[src/rtl/fp_pkg.sv]
// Shared FP constants and types.
// Class tags and field bounds for IEEE-754 single precision.
package fp_pkg;

  localparam int EXP_MSB = 30;
  localparam int EXP_LSB = 23;
  localparam int MAN_MSB = 22;
  localparam logic [7:0] EXP_ALL1 = 8'hFF;

  typedef enum logic [2:0] {
    CLS_ZERO   = 3'd0,
    CLS_DENORM = 3'd1,
    CLS_NORMAL = 3'd2,
    CLS_INF    = 3'd3,
    CLS_NAN    = 3'd4
  } fpCls_e;

  typedef enum logic [1:0] {
    IDLE   = 2'd0,
    ACK    = 2'd1,
    WAITLO = 2'd2
  } inState_e;

endpackage

[src/rtl/fp_classify.sv]
// IEEE-754 single-precision class tag.
// Purely combinational; the sign bit does not affect the class.
module fp_classify
  import fp_pkg::*;
(
  input  logic [31:0] value,
  output fpCls_e      cls
);

  logic [7:0] expo;
  logic [MAN_MSB:0] man;
  logic unusedSign;

  assign expo = value[EXP_MSB:EXP_LSB];
  assign man = value[MAN_MSB:0];
  assign unusedSign = value[31];

  // Decode exponent/mantissa into a class tag
  always_comb begin
    cls = CLS_NORMAL;
    if (expo == 8'h00) begin
      cls = (man == '0) ? CLS_ZERO : CLS_DENORM;
    end else if (expo == EXP_ALL1) begin
      cls = (man == '0) ? CLS_INF : CLS_NAN;
    end
  end

endmodule

[src/rtl/fp_result_queue.sv]
// Result FIFO behind the multiplier handshake.
// Captures once per resultready assertion; head is class-tagged.
module fp_result_queue
  import fp_pkg::*;
#(
  parameter int DEPTH = 4,
  parameter int CW = 3
) (
  input  logic          clk,
  input  logic          rst,
  input  logic          resultready,
  input  logic [31:0]   ResultBus,
  output logic          resultaccept,
  input  logic          rdReq,
  output logic [31:0]   dataOut,
  output logic [2:0]    cls,
  output logic          empty,
  output logic          full,
  output logic [CW-1:0] count
);

  localparam int PW = CW - 1;

  logic [31:0] mem [DEPTH];
  logic [PW-1:0] wrPtr;
  logic [PW-1:0] rdPtr;
  logic [CW-1:0] cnt;
  inState_e state;
  inState_e stateNxt;
  logic push;
  logic pop;
  logic [31:0] head;
  fpCls_e headCls;

  assign full = (cnt == CW'(DEPTH));
  assign empty = (cnt == '0);
  assign count = cnt;
  assign pop = rdReq && !empty;
  assign head = mem[rdPtr];

  // Input handshake next-state; push only from IDLE with space
  always_comb begin
    stateNxt = state;
    push = 1'b0;
    unique case (state)
      IDLE: begin
        if (resultready && !full) begin
          push = 1'b1;
          stateNxt = ACK;
        end
      end
      ACK: stateNxt = WAITLO;
      WAITLO: begin
        if (!resultready) stateNxt = IDLE;
      end
      default: stateNxt = IDLE;
    endcase
  end

  // FSM state and registered acknowledge
  always_ff @(posedge clk) begin
    if (rst) begin
      state <= IDLE;
      resultaccept <= 1'b0;
    end else begin
      state <= stateNxt;
      resultaccept <= push;
    end
  end

  // Pointers and occupancy
  always_ff @(posedge clk) begin
    if (rst) begin
      wrPtr <= '0;
      rdPtr <= '0;
      cnt <= '0;
    end else begin
      if (push) wrPtr <= wrPtr + PW'(1);
      if (pop) rdPtr <= rdPtr + PW'(1);
      if (push && !pop) cnt <= cnt + CW'(1);
      else if (pop && !push) cnt <= cnt - CW'(1);
    end
  end

  // Storage write; contents are don't-care after reset
  always_ff @(posedge clk) begin
    if (push) mem[wrPtr] <= ResultBus;
  end

  fp_classify uClassify (
    .value(head),
    .cls  (headCls)
  );

  assign dataOut = empty ? 32'h0 : head;
  assign cls = empty ? CLS_ZERO : headCls;

endmodule

[config.mk]
export PLATFORM = sky130hd
export DESIGN_NAME = fp_result_queue
export DESIGN_NICKNAME = d
export VERILOG_FILES = /design/src/rtl/fp_pkg.sv /design/src/rtl/fp_classify.sv /design/src/rtl/fp_result_queue.sv
export SDC_FILE = /design/constraint.sdc
export NUM_CORES = 1
export LEC_CHECK = 0
export ABC_AREA = 0
export BUFFER_PORTS_ARGS = -buffer_cell sky130_fd_sc_hd__buf_4
export CAP_MARGIN = 20
export CORE_MARGIN = 3
export CORE_UTILIZATION = 30
export CTS_CLUSTER_DIAMETER = 150
export DETAILED_ROUTE_END_ITERATION = 10
export SLEW_MARGIN = 30
export SYNTH_ARGS = -nofsm -noshare
export SYNTH_HDL_FRONTEND = slang
export SYNTH_SLANG_ARGS = --single-unit
export TNS_END_PERCENT = 1
[constraint.sdc]
create_clock -name clk -period 2.76 [get_ports clk]
set_input_delay 0.276 -clock clk [delete_from_list [all_inputs] [get_ports clk]]
set_output_delay 0.276 -clock clk [all_outputs]
set_load 0.05 [all_outputs]
==> results.sh <==
export IMPL_status="finished with violations"
export IMPL_failed_checks="setup timing"
export IMPL_synth_compound_area_share_pct=0.4075
export IMPL_start_kind="flop"
export IMPL_r2r_end="count[2]$_SDFFE_PP0P_"
export IMPL_fin_worst_skew_ps=7.517
export IMPL_syn2layout_area_growth_pct=30.45
export IMPL_via_count=2811
export IMPL_gp_congestion=0.6912
export IMPL_dp_cells=585
export IMPL_rows=49
export IMPL_overflow=0
export IMPL_initial_core_util_pct=30.66
export IMPL_synth_async_reset_ratio_pct=0
export IMPL_coreArea_sq_um=18020
export IMPL_fin_ws_ps=-145.8
export IMPL_dieHeight_um=141.7
export IMPL_num_antenna_cells=0
export IMPL_path_max_fanout=8
export IMPL_grt_setup_unrepaired="true"
export IMPL_grtUsageMet1_pct=12.76
export IMPL_setup_viol=3
export IMPL_post_route_min_period_ps=2906
export IMPL_ys_warn_count=0
export IMPL_cts_tree="done"
export IMPL_dpl_hpwl_um=7506
export IMPL_synth_xor_area_share_pct=0.7924
export IMPL_max_freq_mhz=344.1
export IMPL_finalNonFillerCells=621
export IMPL_grt_pass1_vias=3039
export IMPL_synthesis_nets=319
export IMPL_grt_busiest_layer="met2"
export IMPL_grt_pass1_wl_um=16940
export IMPL_clk_pin_slew_ps=60
export IMPL_ir_drop_v=0.0004823
export IMPL_route_detailed_drc=0
export IMPL_post_route_period_util_pct=105.3
export IMPL_antenna_found_initial=0
export IMPL_reg2reg_depth=8
export IMPL_clock_sinks=140
export IMPL_clockRootBuffer="clkbuf_16"
export IMPL_crit_path_end_kind="primary output"
export IMPL_synth_area_per_cell_sq_um=19.95
export IMPL_cts_hold_buffers=0
export IMPL_worstPathRequired_ps=2480
export IMPL_muxShareOfSynthArea_pct=13.61
export IMPL_hold_worst_slack_ps=71.65
export IMPL_grtUsageTotal_pct=11.34
export IMPL_postRouteAntennaNets=0
export IMPL_p_leak_nw=2.461
export IMPL_io_buffers=76
export IMPL_tightest_slew_ps=443.4
export IMPL_htree_levels=4
export IMPL_setup_tns_ps=-351.2
export IMPL_slew_viol_final=0
export IMPL_power_density_nw_per_um2=1114
export IMPL_nNetsFinal=421
export IMPL_worstHoldPathType="input pin to flop"
export IMPL_firstDrtPassIters=4
export IMPL_path_class="flop to primary output"
export IMPL_synth_simple_gate_area_share_pct=8.128
export IMPL_hold_viol_final=0
export IMPL_drive_gt1_share_pct=44.90
export IMPL_reg2reg_from="count[0]$_SDFFE_PP0P_"
export IMPL_ys_ff_latch=140
export IMPL_synth_fa_ha_area_share_pct=1.494
export IMPL_io_pins=77
export IMPL_slew_headroom_pct=70.44
export IMPL_fp_dieW_um=141.7
export IMPL_drt_wirelength_per_cell_um=17.86
export IMPL_min_from="ResultBus[27]"
export IMPL_clk_latency_ps=410
export IMPL_met2_usage_pct=19.97
export IMPL_wirelength_um=11090
export IMPL_layout_commonest_cell="edfxtp_1"
export IMPL_synth_distinct_cells=35
export IMPL_yosys_most_used_dff="edfxtp_1"
export IMPL_synth_top_family_by_area="multiplexers"
export IMPL_maxCapViolations=0
export IMPL_final_cell_mix="128 x edfxtp_1, 84 x buf_4, 34 x nor2b_1, 32 x mux4_2, 17 x clkbuf_16"
export IMPL_clk_path_buf_depth=2
export IMPL_r2r_slack_ps=530
export IMPL_syn_inst=277
export IMPL_drtIter0Drc=184
export IMPL_arrival_ps=2630
export IMPL_grt_max_degree=39
export IMPL_synth_edf_count=128
export IMPL_seq_area_frac_synth_pct=73.90
export IMPL_cts_buffers=17
export IMPL_syn_area_sq_um=5527
export IMPL_hold_path_end="mem[3][27]$_DFFE_PP_"
export IMPL_place_ws_ps=-102.9
export IMPL_met3_usage_pct=4.179
export IMPL_hold_depth=1
export IMPL_avgViaCountPerCell=4.527
export IMPL_die_area_sq_um=20090
[power by group]
part | internal [mW] | switching [mW]
clock network | 1.40 | 0.793
logic | 1.19 | 1.97
registers | 2.58 | 0.0957
[critical path, stage by stage, from the launching register on]
cell     delay [ps]
dfxtp_4         380
buf_12          140
mux4_2          550
nor4_4          340
nand4_1         180
nor2_4          160
mux2_4          320
buf_8           150
[synthesized netlist by cell type, types with 2 or more instances]
library cell | number | area, sq um
nand3b_1 | 2 | 15.01
nor3_1 | 2 | 10.01
xor2_1 | 4 | 35.03
nand4_1 | 3 | 18.77
a21oi_1 | 2 | 10.01
buf_6 | 2 | 22.52
buf_1 | 3 | 11.26
nor2_2 | 2 | 12.51
dfxtp_1 | 12 | 240.2
mux4_2 | 32 | 720.7
inv_1 | 3 | 11.26
edfxtp_1 | 128 | 3844
nor4_1 | 6 | 37.54
clkbuf_1 | 4 | 15.01
nand2b_1 | 2 | 12.51
and2_1 | 4 | 25.02
ha_1 | 5 | 62.56
nor2b_1 | 34 | 212.7
nor2_1 | 9 | 33.78
mux2i_1 | 2 | 20.02
or4_4 | 2 | 22.52
[timing repair]
item,CTS,global route
pin swaps,5,1
buffers inserted,4,1
endpoints found under the setup margin,3,3
gates resized for setup,15,3
[state kept, by name, indices dropped and copies added (netlist names), named ones only]
register,count
resultaccept,1
state,2
count,3
rdPtr,2
wrPtr,2
mem,128
[layout make-up]
cell class / count / area (sq um)
fill: 1635 / 10820
sequential: 140 / 4089
multi-input combinational: 122 / 1419
timing repair buffer: 95 / 823.3
clock buffer: 17 / 425.4
tap: 229 / 286.5
clock inverter: 15 / 155.1
inverter: 3 / 11.26
[cells by family (layout without fill, tap and decap cells)]
kind of cell / after synthesis / after routing
compound gates: 4 / 4
xor+xnor: 5 / 5
fa+ha+maj: 6 / 6
buf+inv: 15 / 130
flops: 140 / 140
mux: 35 / 35
simple gates: 72 / 72
[stage by stage]
step	area [sq um]	utilization [%]	power, mW
floorplan	5538	-	4.872
global placement	6514	36.14	5.776
detailed placement	6514	36.14	5.809
CTS	7188	39.88	8.121
global route	7209	40.00	8.383
finish	7209	40.00	8.031
[how the worst max path moves through the flow]
| stage | cells past startpoint | endpoint | from | slack, ps |
|---|---|---|---|---|
| after CTS | 7 | cls[0] | flop | -210 |
| after detailed placement | 8 | cls[0] | flop | -100 |
| final | 7 | cls[0] | flop | -150 |
| after floorplan | 8 | count[2]$_SDFFE_PP0P_ | count[0]$_SDFFE_PP0P_ | -160 |
| after global routing | 7 | cls[0] | flop | -250 |
| after global placement | 8 | cls[0] | flop | -80 |
[per-layer routing]
metal / routed length [um] / vias up
met1: 4490 / 1439
li1: - / 1307
met2: 5911 / 54
met5: 0 / -
met4: 126 / 0
met3: 564 / 11
No activity file was read; power rests on OpenSTA's default activity.
